## config.mk

```make
export PLATFORM = sky130hd
export DESIGN_NAME = halt_detector_flat
export DESIGN_NICKNAME = d
export VERILOG_FILES = /design/src/rtl/halt_detector_if.sv /design/src/rtl/halt_detector.sv /design/src/flat_wrapper.sv
export SDC_FILE = /design/constraint.sdc
export NUM_CORES = 1
export LEC_CHECK = 0
export ABC_AREA = 1
export CORE_ASPECT_RATIO = 1.25
export CORE_MARGIN = 2
export CORE_UTILIZATION = 50
export DETAILED_ROUTE_END_ITERATION = 12
export PLACE_DENSITY = 0.81
export SETUP_SLACK_MARGIN = 0.2
export SLEW_MARGIN = 20
export SYNTH_ARGS = -nofsm -noshare
export SYNTH_HDL_FRONTEND = slang
export SYNTH_SLANG_ARGS = --single-unit
```

## constraint.sdc

```tcl
create_clock -name clk -period 2.75 [get_ports clk]
set_clock_uncertainty 0.1 [all_clocks]
set_input_delay 0.275 -clock clk [delete_from_list [all_inputs] [get_ports clk]]
set_output_delay 0.275 -clock clk [all_outputs]
set_load 0.03 [all_outputs]
```

## src/rtl/halt_detector_if.sv

```systemverilog
// halt_detector_if: retire stream, register-file write port and halt status
// bundle for halt_detector.
//   master : retire_valid/pc/instr, rf_we/waddr/wdata out; status in
//   slave  : the reverse (used by halt_detector)
interface halt_detector_if;
   logic        retire_valid;
   logic [15:0] retire_pc;
   logic [15:0] retire_instr;
   logic        rf_we;
   logic [2:0]  rf_waddr;
   logic [15:0] rf_wdata;
   logic        isHalt;
   logic [15:0] ret_val;
   logic [15:0] halt_pc;
   logic [1:0]  halt_cause;
   logic [31:0] instret;

   modport master (
      output retire_valid, retire_pc, retire_instr, rf_we, rf_waddr, rf_wdata,
      input  isHalt, ret_val, halt_pc, halt_cause, instret
   );
   modport slave (
      input  retire_valid, retire_pc, retire_instr, rf_we, rf_waddr, rf_wdata,
      output isHalt, ret_val, halt_pc, halt_cause, instret
   );
endinterface

```

## src/rtl/halt_detector.sv

```systemverilog
// halt_detector: decides when the simulated program has ended.
// A program ends on a halt instruction ((instr & HALT_MASK) == HALT_MATCH)
// or when the same PC retires LOOP_LIMIT times in a row. After the halting
// retire, DRAIN_CYCLES edges pass before isHalt rises so in-flight
// register writes still reach the ret_val shadow.
// Ports:
//   clk, rst_n : clock, asynchronous active-low reset
//   bus        : halt_detector_if.slave (retire stream, rf write port,
//                isHalt / ret_val / halt_pc / halt_cause / instret)
module halt_detector #(
   parameter logic [15:0] HALT_MASK    = 16'hFFFF,
   parameter logic [15:0] HALT_MATCH   = 16'hFFFF,
   parameter int          RET_REG      = 3,
   parameter int          DRAIN_CYCLES = 2,
   parameter int          LOOP_LIMIT   = 8
) (
   input  logic           clk,
   input  logic           rst_n,
   halt_detector_if.slave bus
);
   localparam logic [2:0]  RET_IDX   = RET_REG[2:0];
   localparam logic [15:0] LOOP_LIM  = LOOP_LIMIT[15:0];
   localparam int          DRAIN_M1  = (DRAIN_CYCLES > 0) ? DRAIN_CYCLES - 1 : 0;
   localparam logic [3:0]  DRAIN_INI = DRAIN_M1[3:0];

   typedef enum logic [1:0] {RUN = 2'd0, DRAIN = 2'd1, HALTED = 2'd2} state_t;

   state_t      state, state_nxt;
   logic [3:0]  drain_cnt, drain_cnt_nxt;

   logic [15:0] last_pc;
   logic        last_pc_vld;
   logic [15:0] rep_cnt;
   logic [15:0] ret_val_q;
   logic [15:0] halt_pc_q;
   logic [1:0]  cause_q;
   logic [31:0] instret_q;

   logic        run_retire, instr_hit, same_pc, loop_hit, halt_evt;
   logic [15:0] rep_nxt;

   // Halt event decode; only meaningful for a retire while running.
   always_comb begin
      run_retire = (state == RUN) && bus.retire_valid;
      instr_hit  = (bus.retire_instr & HALT_MASK) == HALT_MATCH;
      same_pc    = last_pc_vld && (bus.retire_pc == last_pc);
      if (!same_pc)                rep_nxt = 16'd1;
      else if (rep_cnt == 16'hFFFF) rep_nxt = rep_cnt;
      else                          rep_nxt = rep_cnt + 16'd1;
      loop_hit   = (LOOP_LIMIT != 0) && (rep_nxt == LOOP_LIM);
      halt_evt   = run_retire && (instr_hit || loop_hit);
   end

   // State register
   always_ff @(posedge clk or negedge rst_n) begin
      if (!rst_n) begin
         state     <= RUN;
         drain_cnt <= 4'd0;
      end else begin
         state     <= state_nxt;
         drain_cnt <= drain_cnt_nxt;
      end
   end

   // Next-state logic
   always_comb begin
      state_nxt     = state;
      drain_cnt_nxt = drain_cnt;
      case (state)
         RUN: if (halt_evt) begin
            if (DRAIN_CYCLES == 0) state_nxt = HALTED;
            else begin
               state_nxt     = DRAIN;
               drain_cnt_nxt = DRAIN_INI;
            end
         end
         DRAIN: begin
            if (drain_cnt == 4'd0) state_nxt = HALTED;
            else                   drain_cnt_nxt = drain_cnt - 4'd1;
         end
         default: state_nxt = HALTED;
      endcase
   end

   // Datapath: loop tracking, counters, halt record, return-value shadow.
   always_ff @(posedge clk or negedge rst_n) begin
      if (!rst_n) begin
         last_pc     <= 16'd0;
         last_pc_vld <= 1'b0;
         rep_cnt     <= 16'd0;
         ret_val_q   <= 16'd0;
         halt_pc_q   <= 16'd0;
         cause_q     <= 2'd0;
         instret_q   <= 32'd0;
      end else begin
         if (run_retire) begin
            instret_q   <= instret_q + 32'd1;
            rep_cnt     <= rep_nxt;
            last_pc     <= bus.retire_pc;
            last_pc_vld <= 1'b1;
         end
         if (halt_evt) begin
            halt_pc_q <= bus.retire_pc;
            cause_q   <= instr_hit ? 2'd1 : 2'd2;
         end
         // Writes still land during DRAIN; the shadow freezes once halted.
         if (state != HALTED && bus.rf_we && bus.rf_waddr == RET_IDX)
            ret_val_q <= bus.rf_wdata;
      end
   end

   // Outputs (all decoded straight from flops)
   always_comb begin
      bus.isHalt     = (state == HALTED);
      bus.ret_val    = ret_val_q;
      bus.halt_pc    = halt_pc_q;
      bus.halt_cause = cause_q;
      bus.instret    = instret_q;
   end
endmodule

```

## src/flat_wrapper.sv

```systemverilog
// flat-port wrapper written by rule: the top's interface ports become plain ports
module halt_detector_flat 
#(
   parameter logic [15:0] HALT_MASK    = 16'hFFFF,
   parameter logic [15:0] HALT_MATCH   = 16'hFFFF,
   parameter int          RET_REG      = 3,
   parameter int          DRAIN_CYCLES = 2,
   parameter int          LOOP_LIMIT   = 8
)
  (clk, rst_n, bus_retire_valid, bus_retire_pc, bus_retire_instr, bus_rf_we, bus_rf_waddr, bus_rf_wdata, bus_isHalt, bus_ret_val, bus_halt_pc, bus_halt_cause, bus_instret);
  halt_detector_if bus_i ();
  input  logic clk;
  input  logic rst_n;
  input wire logic [$bits(bus_i.retire_valid)-1:0] bus_retire_valid;
  input wire logic [$bits(bus_i.retire_pc)-1:0] bus_retire_pc;
  input wire logic [$bits(bus_i.retire_instr)-1:0] bus_retire_instr;
  input wire logic [$bits(bus_i.rf_we)-1:0] bus_rf_we;
  input wire logic [$bits(bus_i.rf_waddr)-1:0] bus_rf_waddr;
  input wire logic [$bits(bus_i.rf_wdata)-1:0] bus_rf_wdata;
  output wire logic [$bits(bus_i.isHalt)-1:0] bus_isHalt;
  output wire logic [$bits(bus_i.ret_val)-1:0] bus_ret_val;
  output wire logic [$bits(bus_i.halt_pc)-1:0] bus_halt_pc;
  output wire logic [$bits(bus_i.halt_cause)-1:0] bus_halt_cause;
  output wire logic [$bits(bus_i.instret)-1:0] bus_instret;
  assign bus_i.retire_valid = bus_retire_valid;
  assign bus_i.retire_pc = bus_retire_pc;
  assign bus_i.retire_instr = bus_retire_instr;
  assign bus_i.rf_we = bus_rf_we;
  assign bus_i.rf_waddr = bus_rf_waddr;
  assign bus_i.rf_wdata = bus_rf_wdata;
  assign bus_isHalt = bus_i.isHalt;
  assign bus_ret_val = bus_i.ret_val;
  assign bus_halt_pc = bus_i.halt_pc;
  assign bus_halt_cause = bus_i.halt_cause;
  assign bus_instret = bus_i.instret;
  halt_detector #(.HALT_MASK(HALT_MASK), .HALT_MATCH(HALT_MATCH), .RET_REG(RET_REG), .DRAIN_CYCLES(DRAIN_CYCLES), .LOOP_LIMIT(LOOP_LIMIT)) u_core (.clk(clk), .rst_n(rst_n), .bus(bus_i));
endmodule
```

# [Yosys cells after proc, flatten, opt, wreduce, memory -nomap -nowiden]
# Cells that the tools add are included.
[classes] n_shift=0 multipliers=0 n_eq_ne=11 order_cmp=0 bitwise=0 muxes=9 n_div=0 addsub=3 reduce_logical=11
[op_table] op="adder 32 x 1 -> 32 bit, second input constant" n=1
[op_table] op="equality test 16 bit, second input constant" n=2
[op_table] op="2-to-1 mux 16 bit" n=2
[op_table] op="adder 16 x 1 -> 16 bit, second input constant" n=1
[op_table] op="equality test 16 bit" n=1
[op_table] op="equality test 16 x 4 -> 1 bit, second input constant" n=1
[op_table] op="2-to-1 mux 4 bit" n=2
[op_table] op="case mux 4 bit (2 select lines)" n=1
[op_table] op="2-to-1 mux 2 bit" n=3
[op_table] op="logical AND 1 bit" n=5
[op_table] op="logical NOT 4 bit" n=1
[op_table] op="inequality test 2 x 1 -> 1 bit, second input constant" n=2
[op_table] op="inequality test 2 bit, second input constant" n=2
[op_table] op="case mux 2 bit (2 select lines)" n=1
[op_table] op="subtractor 4 x 1 -> 4 bit, second input constant" n=1
[op_table] op="equality test 3 x 2 -> 1 bit, second input constant" n=1
[op_table] op="AND reduction 3 bit" n=1
[op_table] op="equality test 2 x 1 -> 1 bit, second input constant" n=1
[op_table] op="equality test 2 bit, second input constant" n=1
[op_table] op="logical NOT 2 bit" n=1
[op_table] op="AND reduction 2 bit" n=1
[op_table] op="nonzero test 2 bit" n=1
[op_table] op="logical OR 1 bit" n=1
[word_totals] latch_bits=0 mem_count=0 word_cells=43 register_bits=105 input_bits=55 output_inout_bits=67 romBits=0 mem_bits_rw=0

# [Depth between registers and ports, before layout]
# Gate-level depths: netlist of the first run.
[logic_depth] word_depth=8 depth_mapped=19 ltp_nobuf=17

# [Worst setup path before layout of the first run]
# OpenSTA, ideal clock, no wires.
[synth_path] path_type="reg2reg" from="reg u_core.instret_q[0], in the netlist u_core.bus.instret[0]" to="reg u_core.instret_q[28], in the netlist u_core.bus.instret[28]" required_ps=2517 path_stages_with_launch=12 t_arrival_ps=1980 path_buffers=0 setup_time_ps=133 slack_ps=537 synth_period_minus_slack_ps=2213 cell_sequence="dfrtp_1 ha_1 inv_1 nor2_2 nand3_2 nor2_2 nand3_2 nor2_4 nand4_2 nor2_1 nand3_1 xnor2_1"
[synth_via] elab_chain_cells=1
[synth_lines] element="start, declared" line="halt_detector.sv:37" text="logic [31:0] instret_q;"
[synth_lines] element="start signal, assigned" line="halt_detector.sv:97" text="instret_q <= instret_q + 32'd1;"
[synth_lines] element="adder 32 x 1 -> 32 bit" line="halt_detector.sv:97"
# Every way passes these cells.
# A chain may end at the register's enable or synchronous reset.

# [Worst setup path after layout of the first run]
[layout_path] from="reg u_core.rep_cnt[2]" to="reg u_core.halt_pc_q[13], in the netlist u_core.bus.halt_pc[13]"
[layout_via] elab_chain_cells=6 elab_cells_between_ends=7 classes_between="add/sub: 1; eq/ne: 2; mux: 2; reduce/logical: 2"
[layout_lines] element="start, declared" line="halt_detector.sv:33" text="logic [15:0] rep_cnt;"
[layout_lines] element="start signal, assigned" line="halt_detector.sv:98" text="rep_cnt <= rep_nxt;"
[layout_lines] element="adder 16 x 1 -> 16 bit / equality test 16 bit (equally long branches)" line="halt_detector.sv:49, halt_detector.sv:48"
[layout_lines] element="2-to-1 mux 16 bit *" line="halt_detector.sv:48" text="else if (rep_cnt == 16'hFFFF) rep_nxt = rep_cnt;"
[layout_lines] element="2-to-1 mux 16 bit *" line="halt_detector.sv:47" text="if (!same_pc) rep_nxt = 16'd1;"
[layout_lines] element="equality test 16 x 4 -> 1 bit *" line="halt_detector.sv:50" text="loop_hit = (LOOP_LIMIT != 0) && (rep_nxt == LOOP_LIM);"
[layout_lines] element="logical OR 1 bit *" line="halt_detector.sv:51" text="halt_evt = run_retire && (instr_hit || loop_hit);"
[layout_lines] element="logical AND 1 bit *" line="halt_detector.sv:51"
[layout_lines] element="end signal, assigned" line="halt_detector.sv:103" text="halt_pc_q <= bus.retire_pc;"
[layout_lines] element="end, declared" line="halt_detector.sv:35" text="logic [15:0] halt_pc_q;"
# Mark *: on every way between the ends. The rest lies on a longest branch, timed or not.

==> flow_metrics.env, run 1 <==
export IMPL_yosysSeqAreaShare_pct=50.8
export IMPL_grt_pass1_vias=4526
export IMPL_n_antenna_cell=0
export IMPL_die_w_um=95.0
export IMPL_antenna_left=0
export IMPL_crit_fanout=10
export IMPL_period_share_pct=85.3
export IMPL_worst_slew_pin_slew_ns=0.823
export IMPL_status="complete, no violations"
export IMPL_syn_to_final_growth_pct=34.8
export IMPL_r2r_start="u_core.rep_cnt[2]$_DFFE_PN0P_"
export IMPL_period_needed_ns=2.34
export IMPL_antenna_found_initial=0
export IMPL_synth_nets=676
export IMPL_die_area_um2=11200
export IMPL_drive_above_1_share_pct=10.7
export IMPL_drt_iter0_drc=247
export IMPL_cp_arrival_ns=2.48
export IMPL_criticalPathCategory="flip-flop to flip-flop"
export IMPL_layout_common_cells="nand2_1, clkdlybuf4s50_1, dfrtp_1"
export IMPL_clock_sinks=105
export IMPL_coreArea_um2=10100
export IMPL_hold_path_class="input port to async pin"
export IMPL_clk_latency_ns=0.34
export IMPL_slew_limit_headroom_pct=44.5
export IMPL_drv_slew=0
export IMPL_max_freq_ghz=0.427
export IMPL_max_cap_viol_count=0
export IMPL_rsz0062_at_grt="false"
export IMPL_cp_end_kind="flip-flop"
export IMPL_core_rowCount=41
export IMPL_drc=0
export IMPL_cts_root_buf="clkbuf_16"
export IMPL_ys_types=34
export IMPL_critPathLaunchType="flip-flop"
export IMPL_cts_tree="built"
export IMPL_wl_per_cell_um=13.8
export IMPL_place_hpwl_um=9140
export IMPL_place_congestion=0.857
export IMPL_via_count=4538
export IMPL_grt_overflow_total=0
export IMPL_place_inst=866
export IMPL_wirelength_um=12200
export IMPL_final_common_cell="nand2_1"
export IMPL_drt_pass1_iter_count=4
export IMPL_p_leak_nw=3.46
export IMPL_io_buffer_count=121
export IMPL_syn_inst=618
export IMPL_tns_ns=0
export IMPL_synth_area_um2=5170
export IMPL_syn_area_per_cell_um2=8.37
export IMPL_start_util_pct=51.2
export IMPL_fillCellCount=776
export IMPL_htree_levels=3
export IMPL_grt_max_degree=42
export IMPL_ir_drop_v=0.000289
export IMPL_fp_dieH_um=118
export IMPL_cp_startpoint="u_core.rep_cnt[2]$_DFFE_PN0P_"
export IMPL_r2r_cells=14
export IMPL_stdcell_count=888
export IMPL_hold_violations=0
export IMPL_setup_viol=0
export IMPL_cts_inserted_buffers=9
export IMPL_ys_warnings_count=0
export IMPL_clock_path_buffers=2
export IMPL_grt_pass1_wl_um=20600
export IMPL_final_nets=813
export IMPL_required_ns=2.88
export IMPL_grt_usage_pct=23.0
export IMPL_clk_pin_slew_worst_paths_ns=0.07
export IMPL_p_per_area_nw_per_um2=441
export IMPL_ioPinCount=122
export IMPL_ys_ff_latch=105
export IMPL_via_per_inst=5.11
synthesized netlist by cell type, drive strengths merged:
cell type	instances	area [µm²]
inv	81	304
o21bai	1	7.51
xor2	23	201
nor3	10	50.1
mux2	16	180
nand2	167	649
ha	3	37.5
nand3b	1	7.51
nand4	12	81.3
dfrtp	105	2630
nor2	59	259
nor3b	2	20.0
a21oi	2	10.0
or2	2	12.5
nand3	49	260
clkbuf	8	30.0
xnor2	9	78.8
o31ai	2	15.0
buf	6	37.5
nor4	1	6.26
o21ai	59	295
final timing paths:
check	end	slack [ns]
worst max-delay path	u_core.bus.halt_pc[13]$_DFFE_PN0P_	0.41
worst min-delay path	u_core.last_pc[7]$_DFFE_PN0P_	0.34
worst max register to register	u_core.bus.halt_pc[13]$_DFFE_PN0P_	0.41
worst min register to register	u_core.bus.instret[31]$_DFFE_PN0P_	0.37
max in group asynchronous	u_core.rep_cnt[1]$_DFFE_PN0P_	1.45
min in group clk	u_core.bus.instret[31]$_DFFE_PN0P_	0.37
per-stage QoR:
stage               util [%]  area, µm²  hold WS, ns  setup WS, ns  power, mW
global route            69.0       6970        0.380         0.202       3.19
global placement        64.9       6560        0.185         0.104       1.76
floorplan                  -       5170       -0.121         0.537       1.63
CTS                     68.2       6890        0.363         0.217       3.10
detailed placement      64.9       6560        0.194        0.0344       1.77
finish                  69.0       6970        0.340         0.406       3.07
cell type report:
| class | instances | area [µm²] | area share [%] |
|---|---|---|---|
| sequential | 105 | 2630 | 37.7 |
| multi-input combinational | 418 | 2210 | 31.7 |
| timing repair buffer | 140 | 1360 | 19.5 |
| inverter | 81 | 307 | 4.40 |
| clock buffer | 10 | 229 | 3.28 |
| tap | 129 | 161 | 2.31 |
| clock inverter | 5 | 78.8 | 1.13 |
power by group:
group / internal, mW / switching (mW) / total (mW)
sequential: 1.55 / 0.00358 / 1.55
clock: 0.793 / 0.547 / 1.34
combinational: 0.0967 / 0.0831 / 0.180
total: 2.44 / 0.633 / 3.07
worst max-delay path: stages, from the launching register on:
cell and delay, ns:
dfrtp_1 0.44, nand3_1 0.22, nor2_2 0.21, nand2_1 0.11
o21ai_1 0.14, nand3_1 0.13, o21ai_1 0.16, nand2_1 0.06
nor2_1 0.11, nand2_1 0.08, nand2_2 0.09, nand2_4 0.09
buf_4 0.19, nand2_1 0.07, o21ai_1 0.06
kinds of logic after synthesis:
group | after synthesis | synth area share, %
and+or+nand+nor | 303 | 26.0
DFF | 105 | 50.8
buffers and inverters | 95 | 7.19
AOI/OAI and AO/OA | 64 | 6.34
xor gates and xnor gates | 32 | 5.42
muxes | 16 | 3.48
adders and majority gates | 3 | 0.726
timing repair:
action,4_1_cts,5_1_grt
endpoints found under the hold margin,38,0
endpoints found under the setup margin,18,22
gates cloned,0,0
setup buffers,0,6
pin swaps,0,1
hold buffers,1,0
gates resized for setup,3,8
flip-flops by register name, summed over array words and instances, names as in the netlist:
signal and cells:
u_core.drain_cnt 4, u_core.bus.halt_cause 2, u_core.state 2, u_core.rep_cnt 16, u_core.bus.instret 32, u_core.bus.ret_val 16
u_core.bus.halt_pc 16, u_core.last_pc 16, u_core.last_pc_vld 1
routing by layer:
metal | vias to the layer above | track usage (%) | wire length, µm
met5 | - | 0 | 0
met4 | 0 | 7.25 | 222
met3 | 20 | 3.84 | 509
met2 | 115 | 40.8 | 6540
met1 | 2174 | 27.9 | 4950
li1 | 2229 | - | -
Note: power is estimated with default switching activity, not from simulation.
==> run 2, diff against run 1 <==
--- a/config.mk
+++ b/config.mk
@@ -11,6 +11,7 @@
 export CORE_UTILIZATION = 50
 export DETAILED_ROUTE_END_ITERATION = 12
 export PLACE_DENSITY = 0.81
+export RECOVER_POWER = 100
 export SETUP_SLACK_MARGIN = 0.2
 export SLEW_MARGIN = 20
 export SYNTH_ARGS = -nofsm -noshare
==> flow_metrics.env, run 2 (synthesis gave the netlist of run 1 again) <==
export IMPL_cp_startpoint="u_core.state[0]$_DFFE_PN0P_"
export IMPL_cp_arrival_ns=2.53
export IMPL_crit_fanout=5
export IMPL_ir_drop_v=0.000290
export IMPL_drive_above_1_share_pct=9.62
export IMPL_max_cap_viol_count=0
export IMPL_grt_pass1_vias=4526
export IMPL_ioPinCount=122
export IMPL_slew_limit_headroom_pct=15.6
export IMPL_final_nets=813
export IMPL_whs_endpoint="u_core.bus.instret[31]$_DFFE_PN0P_"
export IMPL_die_area_um2=11200
export IMPL_place_hpwl_um=9140
export IMPL_htree_levels=3
export IMPL_post_route_util_pct=68.6
export IMPL_status="complete, no violations"
export IMPL_tns_ns=0
export IMPL_drt_iter0_drc=249
export IMPL_largest_reg_flops=32
export IMPL_r2r_cells=11
export IMPL_stdcell_area_um2=6930
export IMPL_coreArea_um2=10100
export IMPL_die_w_um=95.0
export IMPL_critPathLaunchType="flip-flop"
export IMPL_cts_inserted_buffers=9
export IMPL_drt_pass1_iter_count=4
export IMPL_p_leak_nw=3.66
export IMPL_rrSetupSlack_ns=0.34
export IMPL_worst_hold_path_num_cells=1
export IMPL_place_inst=866
export IMPL_stdcell_count=888
export IMPL_wl_per_cell_um=13.7
export IMPL_clock_path_buffers=2
export IMPL_clock_sinks=105
export IMPL_wirelength_um=12200
export IMPL_drv_slew=0
export IMPL_r2r_end="u_core.bus.instret[28]$_DFFE_PN0P_"
export IMPL_io_buffer_count=121
export IMPL_via_count=4541
export IMPL_antenna_found_initial=0
export IMPL_cp_end_kind="flip-flop"
export IMPL_fillCellCount=787
export IMPL_clk_pin_slew_worst_paths_ns=0.06
export IMPL_hold_path_class="flip-flop to flip-flop"
export IMPL_layout_common_cells="nand2_1, dfrtp_1, inv_1"
export IMPL_period_needed_ns=2.41
export IMPL_place_ws_ns=0.0344
export IMPL_dpl_cell_area_um2=6560
export IMPL_grt_pass1_wl_um=20600
export IMPL_max_freq_ghz=0.414
export IMPL_antenna_left=0
export IMPL_grt_max_degree=42
export IMPL_hold_violations=0
export IMPL_required_ns=2.87
export IMPL_cts_root_buf="clkbuf_16"
export IMPL_via_per_inst=5.11
export IMPL_setup_viol=0
export IMPL_period_share_pct=87.7
export IMPL_setup_slack_ns=0.337
export IMPL_syn_to_final_growth_pct=34.0
export IMPL_n_antenna_cell=0
export IMPL_final_common_cell="nand2_1"
export IMPL_rsz0062_at_grt="false"
export IMPL_r2r_start="u_core.state[0]$_DFFE_PN0P_"
export IMPL_clk_latency_ns=0.34
export IMPL_drc=0
export IMPL_core_rowCount=41
export IMPL_cts_tree="built"
export IMPL_worst_slew_pin_slew_ns=1.27
export IMPL_min_delay_start="u_core.bus.instret[31]$_DFFE_PN0P_"
export IMPL_criticalPathCategory="flip-flop to flip-flop"
export IMPL_place_congestion=0.857
export IMPL_finalPower_mw=3.07
export IMPL_start_util_pct=51.2
export IMPL_grt_overflow_total=0
export IMPL_fp_dieH_um=118
export IMPL_p_per_area_nw_per_um2=443
export IMPL_holdWs_ns=0.364
export IMPL_grt_usage_pct=23.0
run 2: changes by cell type in the layout (fill, tap and decap cells not counted), moves of 2 or more:
cell,before,now
buf_4,17,10
nor2_1,49,51
clkdlybuf4s50_1,120,52
nor2_2,6,4
o21ai_1,21,7
nand3_1,46,48
clkbuf_2,0,4
o21ai_0,38,52
nand3_2,3,1
dlygate4sd3_1,1,69
clkbuf_1,1,4
run 2: layer usage:
layer  vias up  GRT usage, %  wire, µm
li1       2238             -         -
met1      2178          27.9      4930
met2       104          40.8      6550
met3        21          3.84       476
met4         0          7.25       227
met5         -             0         0
run 2: area by class of cell:
| cell class | instances | area [µm²] | area share (%) |
|---|---|---|---|
| inverters | 81 | 307 | 4.42 |
| flip-flops and latches | 105 | 2630 | 37.9 |
| clock inverters | 5 | 78.8 | 1.14 |
| repair buffers | 140 | 1340 | 19.3 |
| clock buffers | 10 | 229 | 3.30 |
| multi-input cells | 418 | 2180 | 31.5 |
| well taps | 129 | 161 | 2.33 |
run 2: power by group:
part	switching, mW	leakage (nW)	internal, mW
Sequential	0.00322	1.36	1.55
Combinational	0.0824	2.14	0.0917
Clock	0.547	0.153	0.793
Total	0.632	3.66	2.44
run 2: critical path: stages, from the launching register on:
cell and delay, ns:
dfrtp_1 0.39, nor2_1 0.17, nand2_2 0.08, nor2_1 0.16, nand3_1 0.16, nor2_2 0.17
nand3_1 0.21, nor2_4 0.18, nand4_2 0.16, nor2_1 0.24, nand3_1 0.12, xnor2_1 0.15
run 2: how the worst max path moves through the flow:
stage / slack (ns) / cells after the start / endpoint
5_1_grt: 0.11 / 11 / u_core.bus.instret[28]$_DFFE_PN0P_
3_5_place_dp: 0.03 / 19 / u_core.drain_cnt[3]$_DFFE_PN0P_
3_3_place_gp: 0.10 / 19 / u_core.drain_cnt[0]$_DFFE_PN0P_
2_1_floorplan: 0.54 / 11 / u_core.bus.instret[28]$_DFFE_PN0P_
4_1_cts: 0.22 / 17 / u_core.bus.halt_pc[14]$_DFFE_PN0P_
6_report: 0.34 / 11 / u_core.bus.instret[28]$_DFFE_PN0P_
run 2: repair_timing:
item	4_1_cts	5_1_grt
endpoints found under the hold margin	38	0
endpoints found under the setup margin	18	22
pin swaps	0	1
gates resized for setup	3	8
buffers inserted	0	6
hold buffers	1	0
==> run 3, diff against run 2 <==
--- a/config.mk
+++ b/config.mk
@@ -12,6 +12,7 @@
 export DETAILED_ROUTE_END_ITERATION = 12
 export PLACE_DENSITY = 0.81
 export RECOVER_POWER = 100
+export REMOVE_ABC_BUFFERS = 1
 export SETUP_SLACK_MARGIN = 0.2
 export SLEW_MARGIN = 20
 export SYNTH_ARGS = -nofsm -noshare
==> flow_metrics.env, run 3 (synthesis gave the netlist of run 1 again) <==
export IMPL_status="complete, no violations"
export IMPL_coreArea_um2=10100
export IMPL_drt_pass1_iter_count=5
export IMPL_drv_slew=0
export IMPL_grt_usage_pct=22.3
export IMPL_grt_overflow_total=0
export IMPL_cp_arrival_ns=2.67
export IMPL_place_inst=862
export IMPL_ioPinCount=122
export IMPL_min_delay_start="u_core.bus.instret[31]$_DFFE_PN0P_"
export IMPL_r2r_end="u_core.bus.halt_pc[11]$_DFFE_PN0P_"
export IMPL_die_area_um2=11200
export IMPL_antenna_left=0
export IMPL_grt_pass1_vias=4559
export IMPL_period_share_pct=92.5
export IMPL_drt_iter0_drc=242
export IMPL_power_frac_seq_pct=51.1
export IMPL_required_ns=2.87
export IMPL_stdcell_count=887
export IMPL_wirelength_um=13000
export IMPL_ir_drop_v=0.000341
export IMPL_wl_per_cell_um=14.6
export IMPL_syn_to_final_growth_pct=35.9
export IMPL_setup_slack_ns=0.205
export IMPL_clk_pin_slew_worst_paths_ns=0.07
export IMPL_r2r_cells=17
export IMPL_rrSetupSlack_ns=0.21
export IMPL_switching_share_pct=22.0
export IMPL_finalPower_mw=3.04
export IMPL_core_rowCount=41
export IMPL_rsz0062_at_grt="false"
export IMPL_crit_fanout=10
export IMPL_p_int_mw=2.37
export IMPL_grt_pass1_wl_um=20100
export IMPL_n_antenna_cell=0
export IMPL_io_buffer_count=121
export IMPL_holdWs_ns=0.365
export IMPL_criticalPathCategory="flip-flop to flip-flop"
export IMPL_place_hpwl_um=8950
export IMPL_p_per_area_nw_per_um2=433
export IMPL_fp_dieH_um=118
export IMPL_power_frac_comb_pct=5.8
export IMPL_die_w_um=95.0
export IMPL_max_cap_viol_count=0
export IMPL_final_common_cell="nand2_1"
export IMPL_layout_common_cells="nand2_1, dfrtp_1, inv_1"
export IMPL_clk_latency_ns=0.35
export IMPL_worst_slew_pin_slew_ns=1.25
export IMPL_cts_tree="built"
export IMPL_clkPwrFrac_pct=43.1
export IMPL_cp_startpoint="u_core.rep_cnt[1]$_DFFE_PN0P_"
export IMPL_clock_sinks=105
export IMPL_htree_levels=3
export IMPL_grt_max_degree=66
export IMPL_period_needed_ns=2.54
export IMPL_largest_reg_flops=32
export IMPL_whs_endpoint="u_core.bus.instret[31]$_DFFE_PN0P_"
export IMPL_cts_root_buf="clkbuf_16"
export IMPL_slew_limit_headroom_pct=16.5
export IMPL_hold_violations=0
export IMPL_r2r_start="u_core.rep_cnt[1]$_DFFE_PN0P_"
export IMPL_final_nets=811
export IMPL_tns_ns=0
export IMPL_worst_hold_path_num_cells=1
export IMPL_drive_above_1_share_pct=10.2
export IMPL_cp_end_kind="flip-flop"
export IMPL_p_leak_nw=3.69
export IMPL_cts_inserted_buffers=9
export IMPL_clock_path_buffers=2
export IMPL_antenna_found_initial=0
export IMPL_via_count=4715
export IMPL_hold_path_class="flip-flop to flip-flop"
export IMPL_place_ws_ns=-0.0587
export IMPL_critPathLaunchType="flip-flop"
export IMPL_place_congestion=0.959
export IMPL_start_util_pct=51.2
export IMPL_drc=0
export IMPL_max_freq_ghz=0.393
export IMPL_setup_viol=0
export IMPL_power_switching_mw=0.669
export IMPL_via_per_inst=5.32
## run 3: cell types whose count changed in the layout (fill, tap and decap cells not counted), moves of 3 or more
cell       delta
clkbuf_8      +4
o21ai_1       +4
o21ai_0       -4
buf_4         -5
clkbuf_16     +3
clkbuf_2      -3
## run 3: area by class of cell
type	count	area (µm²)
tap	129	161
clock buffer	13	280
sequential	105	2630
fill	753	3080
timing repair buffer	138	1410
multi-input combinational	418	2210
inverter	81	309
clock inverter	3	28.8
## run 3: critical path, cell delays in order, from the launching register on
cell and delay (ns):
dfrtp_2 0.44, ha_4 0.20, nand3_4 0.11, inv_4 0.10
nand2_4 0.07, nor2_4 0.10, nand2_2 0.10, nand2_2 0.08
nand2_1 0.11, nor3_2 0.20, nand2_1 0.08, nor2_1 0.09
nand2_1 0.05, nand2_1 0.11, nand2_4 0.12, clkbuf_16 0.22
nand2_1 0.06, o21ai_0 0.09
## run 3: through the flow
step	area (µm²)	util, %
2_1_floorplan	5100	-
3_3_place_gp	6560	64.9
3_5_place_dp	6560	64.9
4_1_cts	6880	68.1
5_1_grt	7030	69.5
6_report	7030	69.5
## run 3: worst max-delay path by stage
| stage | end | slack (ns) | depth (start not counted) |
|---|---|---|---|
| floorplan | u_core.drain_cnt[0]$_DFFE_PN0P_ | 0.10 | 15 |
| global placement | u_core.drain_cnt[1]$_DFFE_PN0P_ | 0.06 | 20 |
| detailed placement | u_core.drain_cnt[2]$_DFFE_PN0P_ | -0.06 | 20 |
| CTS | u_core.drain_cnt[2]$_DFFE_PN0P_ | 0.20 | 17 |
| global route | u_core.bus.halt_pc[14]$_DFFE_PN0P_ | 0.08 | 13 |
| finish | u_core.bus.halt_pc[11]$_DFFE_PN0P_ | 0.21 | 17 |
## run 3: power by group through the flow
stage,Clock [mW],Sequential [mW],Combinational (mW)
2_1_floorplan,0,1.60,0.0290
5_1_grt,1.40,1.55,0.194
4_1_cts,1.32,1.55,0.182
3_3_place_gp,0,1.58,0.177
3_5_place_dp,0,1.58,0.181
6_report,1.31,1.55,0.176
## run 3: timing repair
item / in CTS / in global routing
cloned: 0 / 4
endpoints found under the hold margin: 40 / 0
gates resized for setup: 2 / 16
endpoints found under the setup margin: 12 / 23
pin swaps: 0 / 1
buffers inserted: 0 / 4
hold buffers: 1 / 0
## run 3: metal layers
metal  vias to the layer above  routed length, µm  track usage, %
li1                       2236                  -               -
met1                      2244               5080            26.7
met2                       197               6620            38.4
met3                        38                865            4.48
met4                         0                387            9.33
met5                         -                  0               0
